==> src/rtl/proc_pkg.sv <==
// Shared fetch-stage types and constants: instruction size, default reset PC
// and the buffered fetch entry carried from the memory response to decode.
package proc_pkg;

  localparam int INST_BYTES   = 4;
  localparam int PC_START_DEF = 128;
  localparam int FE_ADDR_W    = 32;
  localparam int FE_DATA_W    = 32;

  typedef struct packed {
    logic [FE_ADDR_W-1:0] pc;
    logic [FE_DATA_W-1:0] instr;
  } fetch_entry_t;

endpackage

==> src/rtl/proc_fetch_fifo.sv <==
// Prefetch FIFO of fetch entries; registered push, head visible one cycle
// after push (no bypass), flush overrides push and pop.
module proc_fetch_fifo
  import proc_pkg::*;
#(
  parameter int DEPTH = 2,
  parameter int CW    = $clog2(DEPTH + 1)
) (
  input  logic         clk,
  input  logic         rst,
  input  logic         push,
  input  fetch_entry_t push_entry,
  input  logic         pop,
  input  logic         flush,
  output fetch_entry_t head,
  output logic [CW-1:0] count,
  output logic         full,
  output logic         empty
);

  localparam int PW = $clog2(DEPTH);

  fetch_entry_t mem [DEPTH];
  logic [PW-1:0] wr_ptr;
  logic [PW-1:0] rd_ptr;
  logic          do_push;
  logic          do_pop;

  function automatic logic [PW-1:0] ptr_inc(input logic [PW-1:0] p);
    return (p == PW'(DEPTH - 1)) ? '0 : p + PW'(1);
  endfunction

  assign full    = (count == CW'(DEPTH));
  assign empty   = (count == '0);
  assign do_pop  = pop & ~empty;
  assign do_push = push & (~full | do_pop);
  assign head    = mem[rd_ptr];

  always_ff @(posedge clk or posedge rst) begin
    if (rst) begin
      wr_ptr <= '0;
      rd_ptr <= '0;
      count  <= '0;
    end else if (flush) begin
      wr_ptr <= '0;
      rd_ptr <= '0;
      count  <= '0;
    end else begin
      if (do_push) wr_ptr <= ptr_inc(wr_ptr);
      if (do_pop)  rd_ptr <= ptr_inc(rd_ptr);
      count <= count + CW'(do_push) - CW'(do_pop);
    end
  end

  // Storage needs no reset: head is only consumed while count is non-zero.
  always_ff @(posedge clk) begin
    if (do_push && !flush) mem[wr_ptr] <= push_entry;
  end

endmodule

==> src/rtl/proc_fetch_unit.sv <==
// Instruction fetch stage: PC, credit-limited in-order memory requests,
// prefetch buffering to decode and redirect with in-flight response dropping.
module proc_fetch_unit
  import proc_pkg::*;
#(
  parameter int DATA_WIDTH = 32,
  parameter int ADDR_WIDTH = 32,
  parameter int ISA_DPTH   = 64,
  parameter logic [ADDR_WIDTH-1:0] PC_START = ADDR_WIDTH'(PC_START_DEF),
  parameter int FIFO_DEPTH = 2
) (
  input  logic                        clk,
  input  logic                        rst,
  output logic                        o_req_vld,
  output logic [ADDR_WIDTH-1:0]       o_req_addr,
  input  logic                        i_req_rdy,
  input  logic                        i_rsp_vld,
  input  logic [DATA_WIDTH-1:0]       i_rsp_data,
  output logic                        o_ivld,
  output logic [DATA_WIDTH-1:0]       o_instr,
  output logic [ADDR_WIDTH-1:0]       o_pc,
  output logic [$clog2(ISA_DPTH)-1:0] o_opcd,
  input  logic                        i_ird,
  input  logic                        i_redir,
  input  logic [ADDR_WIDTH-1:0]       i_redir_pc,
  output logic                        o_err
);

  localparam int OPW = $clog2(ISA_DPTH);
  localparam int CW  = $clog2(FIFO_DEPTH + 1);
  localparam int TW  = $clog2(FIFO_DEPTH);

  logic [ADDR_WIDTH-1:0] pc_q;
  logic [CW-1:0]         outst_q;
  logic [CW-1:0]         outst_nxt;
  logic [CW-1:0]         drop_q;
  logic [CW-1:0]         fifo_cnt;
  logic [CW:0]           credit_use;
  logic                  err_q;
  logic [ADDR_WIDTH-1:0] trk [FIFO_DEPTH];
  logic [TW-1:0]         trk_wr;
  logic [TW-1:0]         trk_rd;
  fetch_entry_t          head;
  fetch_entry_t          push_entry;
  logic                  fifo_full;
  logic                  fifo_empty;
  logic                  pop_now;
  logic                  req_acc;
  logic                  rsp_ok;
  logic                  push_now;
  logic                  unused_ok;

  function automatic logic [TW-1:0] trk_inc(input logic [TW-1:0] p);
    return (p == TW'(FIFO_DEPTH - 1)) ? '0 : p + TW'(1);
  endfunction

  // A pop this cycle frees a slot, so credit looks through i_ird.
  assign pop_now    = ~fifo_empty & i_ird;
  assign credit_use = {1'b0, outst_q} + {1'b0, fifo_cnt} - (CW+1)'(pop_now);
  assign o_req_vld  = ~rst & (credit_use < (CW+1)'(FIFO_DEPTH));
  assign o_req_addr = pc_q;

  assign req_acc   = o_req_vld & i_req_rdy;
  assign rsp_ok    = i_rsp_vld & (outst_q != '0);
  assign push_now  = rsp_ok & (drop_q == '0) & ~i_redir;
  assign outst_nxt = outst_q + CW'(req_acc) - CW'(rsp_ok);

  assign push_entry.pc    = FE_ADDR_W'(trk[trk_rd]);
  assign push_entry.instr = FE_DATA_W'(i_rsp_data);

  always_ff @(posedge clk or posedge rst) begin
    if (rst) begin
      pc_q    <= PC_START;
      outst_q <= '0;
      drop_q  <= '0;
      err_q   <= 1'b0;
      trk_wr  <= '0;
      trk_rd  <= '0;
    end else begin
      outst_q <= outst_nxt;
      if (i_redir)      pc_q <= {i_redir_pc[ADDR_WIDTH-1:2], 2'b00};
      else if (req_acc) pc_q <= pc_q + ADDR_WIDTH'(INST_BYTES);
      // Everything still in flight after a redirect belongs to the old path.
      if (i_redir)                      drop_q <= outst_nxt;
      else if (rsp_ok && drop_q != '0)  drop_q <= drop_q - CW'(1);
      if (req_acc) trk_wr <= trk_inc(trk_wr);
      if (rsp_ok)  trk_rd <= trk_inc(trk_rd);
      if (i_rsp_vld && outst_q == '0) err_q <= 1'b1;
    end
  end

  always_ff @(posedge clk) begin
    if (req_acc) trk[trk_wr] <= pc_q;
  end

  proc_fetch_fifo #(
    .DEPTH (FIFO_DEPTH),
    .CW    (CW)
  ) u_fifo (
    .clk        (clk),
    .rst        (rst),
    .push       (push_now),
    .push_entry (push_entry),
    .pop        (pop_now & ~i_redir),
    .flush      (i_redir),
    .head       (head),
    .count      (fifo_cnt),
    .full       (fifo_full),
    .empty      (fifo_empty)
  );

  assign o_ivld  = ~fifo_empty;
  assign o_instr = fifo_empty ? '0 : DATA_WIDTH'(head.instr);
  assign o_pc    = fifo_empty ? '0 : ADDR_WIDTH'(head.pc);
  assign o_opcd  = o_instr[OPW-1:0];
  assign o_err   = err_q;

  // Redirect targets are word aligned; occupancy is tracked by count instead.
  assign unused_ok = ^{i_redir_pc[1:0], fifo_full};

endmodule

==> config.mk <==
export PLATFORM = sky130hd
export DESIGN_NAME = proc_fetch_unit
export DESIGN_NICKNAME = d
export VERILOG_FILES = /design/src/rtl/proc_pkg.sv /design/src/rtl/proc_fetch_fifo.sv /design/src/rtl/proc_fetch_unit.sv
export SDC_FILE = /design/constraint.sdc
export NUM_CORES = 1
export LEC_CHECK = 0
export ABC_AREA = 1
export CORE_ASPECT_RATIO = 1.1
export CORE_MARGIN = 2
export CORE_UTILIZATION = 40
export CTS_CLUSTER_SIZE = 10
export DETAILED_ROUTE_END_ITERATION = 7
export GPL_ROUTABILITY_DRIVEN = 0
export SYNTH_ARGS = -nofsm -noshare
export SYNTH_HDL_FRONTEND = slang
export SYNTH_SLANG_ARGS = --single-unit
==> constraint.sdc <==
create_clock -name clk -period 8.4 [get_ports clk]
set_input_delay 1.68 -clock clk [delete_from_list [all_inputs] [get_ports clk]]
set_output_delay 1.68 -clock clk [all_outputs]
set_load 0.005 [all_outputs]
==> run_results.csv <==
group,metric,value,unit
floorplan,die_y,168.1,microns
sta,fin_crit_sh,68.36,%
yosys,ys_seq_elements,225,
yosys,yosysTopAreaCell,"edfxtp_1",
sta,clock.fmax,174.1,MHz
clock_tree,cts_setup_buffers,0,
floorplan,initial_core_util,40.38,%
place,placed_cells,1383,
clock_tree,clock_sinks,225,
setup_path,max_stage_delay,0.55,ns
global_route,antenna_found_initial,0,
yosys,synth_xor_area_share,1.073,%
yosys,syn_inst,940,
sta,skew,0.008215,ns
power,p_leak,4.781,nW
clock_tree,cts_max_level,1,
place,place_ws,2.638,ns
outcome,status,"completed",
yosys,yosysTopAreaCellShare,56.43,%
hold_path,hold_class,"reg -> reg",
yosys,async_reset_ff_share,18.22,%
clock_tree,root_buffer,"clkbuf_16",
yosys,synth-main-ff-cell,"edfxtp_1",
drt,viasPerCell,4.785,
clock_tree,path_clk_slew,0.05,ns
yosys,yosys.area_share.simple,21.50,%
global_route,grt_pass1_vias,6540,
yosys,yosysMostFrequentCell,"nand2_1",
cells_and_area,area_delta_synth_final,27.59,%
floorplan,rows,60,
clock_tree,post_cts_resize_count,0,
setup_path,required,6.72,ns
sta,setup_viol,0,
yosys,netlist-cell-type-count,34,
place,place_hpwl,13.46,mm
global_route,grt_pass1_wl,34.75,mm
floorplan,core,0.02425,sq mm
drt,routedWlPerCell,15.21,microns
yosys,ys_seq_area_share,66.93,%
floorplan,dieWidth,153.2,microns
sta,relSlewSlack,34.39,%
cells_and_area,n_fill_cell,2158,
yosys,synth_edf_count,184,
clock_tree,cts-buffers-inserted,26,
yosys,synth-adder-area-share,1.227,%
setup_path,path_cells,"clkdlybuf4s50_1 > inv_1 > nor2_1 > ha_1 > or2_2 > fa_1 > and3_1 > clkdlybuf4s50_1",
cells_and_area,final_cells,1431,
clock_tree,cts.path.max_buffers,3,
yosys,yosys-top-cells-area,"edfxtp_1, nand2_1, dfrtp_1",
yosys,synth_top_family_by_area,"simple AND/OR/NAND/NOR gates",
global_route,groute.usage.overall,16.76,%
sta,rsz0062_at_grt,"false",
clock_tree,clkLatencyLatePin,0.52,ns
setup_path,crit_path_frequent_cell,"clkdlybuf4s50_1",
drt,detailroute.via_count,6847,
sta,tightest_slew,0.9831,ns
cells_and_area,diodes,0,
sta,hold_viol_final,0,
sta,setup_slack,2.657,ns
drt,dr.pass1.iters,5,
place,io_buffers,168,
clock_tree,cts_hold_buf,0,
clock_tree,cts_tree,"built",
setup_path,crit_fanout,2,
setup_path,endpoint_kind,"output pin",
yosys,syn_avg_cell_area,10.42,sq um
global_route,overflow,0,
floorplan,dieArea,0.02575,sq mm
yosys,synthMuxAreaShare,0,%
drt,routed_wl,21.77,mm
job,maxCapViolations,0,
power,p_per_area,265.4,mW/mm^2
sta,fin_tns_setup,0,ns
cells_and_area,final_nets,1180,
sta,holdWs,0.4663,ns
sta,slew_viol_final,0,
drt,post-route-drc-count,0,
yosys,syn_area,0.009791,sq mm
cells_and_area,post-route-util,51.52,%
power,ir_worst_vdd,0.1341,mV
yosys,yosys-top-cells-count,"nand2_1, edfxtp_1, nand3_1",
cells_and_area,drive_gt1_share,5.798,%
yosys,yosysWarnings,0,
setup_path,critPathKind,"in -> out",
setup_path,critPathLaunchType,"input pin",
sta,finalCriticalPeriod,5.743,ns
floorplan,num_io_pins,175,
setup_path,arrival,4.06,ns
setup_path,crit_slowest_cell,"fa_1",
setup_path,reg2reg_slack,3.91,ns
yosys,synth_compound_gate_area_share,4.588,%
global_route,grt_max_degree,65,
drt,final_antenna_net_count,0,
drt,drt_iter0_drc,513,
==> per-layer routing <==
metal | vias to the layer above | wire (microns) | GRT usage (%)
li1 | 3446 | - | -
met4 | 0 | 453 | 4.750
met1 | 3184 | 9659 | 22.05
met3 | 36 | 1056 | 2.548
met5 | - | 0 | 0
met2 | 181 | 10600 | 28.94
==> power by group <==
group | total [W] | switching [W] | leakage [nW] | internal [W]
sequential | 0.00150 | 0.000102 | 2.16 | 0.00140
clock | 0.00101 | 0.000407 | 0.364 | 0.000604
combinational | 0.000805 | 0.000460 | 2.25 | 0.000344
==> cell families (layout without fill, tap and decap cells) <==
group / after synthesis / in the layout
other: 1 / 4
flip-flops: 225 / 225
adder cells (fa/ha/maj): 9 / 9
buffers and inverters: 104 / 282
XOR/XNOR: 12 / 12
AO/OA/AOI/OAI: 84 / 84
AND/OR/NAND/NOR: 505 / 505
==> cells in the final DEF (no fill, tap or decap), types with 10 or more instances in the layout <==
master           Yosys  final
nand2_1            364    364
nor2_1              39     35
nand3_1             78     78
buf_4               10     10
clkbuf_1            24     19
edfxtp_1           184    184
clkdlybuf4s50_1      0    168
clkbuf_16            0     27
dfrtp_1             40     39
inv_1               54     54
a21oi_1             64     64
==> layout make-up <==
class / instances / area [sq um] / share of cell area [%]
flip-flops and latches: 225 / 6554 / 52.46
multi-input cells: 614 / 2819 / 22.57
repair buffers: 178 / 1757 / 14.06
clock buffers: 47 / 760.7 / 6.090
well taps: 310 / 387.9 / 3.105
inverters: 56 / 210.2 / 1.683
clock inverters: 1 / 3.754 / 0.03005
==> flip-flops by register name (all words and copies together), names as in the netlist, 2 cells and up <==
name	cells
u_fifo.count	2
outst_q	2
drop_q	2
u_fifo.mem	124
o_req_addr	30
trk	60
==> path summary, 6_finish.rpt <==
path,endpoint,cells after the start,from
min in group asynchronous,o_req_addr[2],3,rst
min reg2reg,o_err,1,o_err
min,o_err,1,o_err
max in group asynchronous,u_fifo.rd_ptr,3,rst
max reg2reg,trk[0][2],9,u_fifo.count[1]
max,o_req_vld,8,i_ird
==> per-stage QoR <==
stage               power, W  instance area (sq um)
floorplan           0.001954                   9802
global placement    0.002322                  11730
detailed placement  0.002337                  11730
CTS                 0.003355                  12490
global route        0.003512                  12490
finish              0.003315                  12490
==> worst max-delay path, delay by kind of cell <==
family	cells	cell delay, ns
simple gates	3	0.60
buf+inv	3	0.99
fa+ha+maj	2	0.80
No activity file was read; power rests on OpenSTA's default activity.
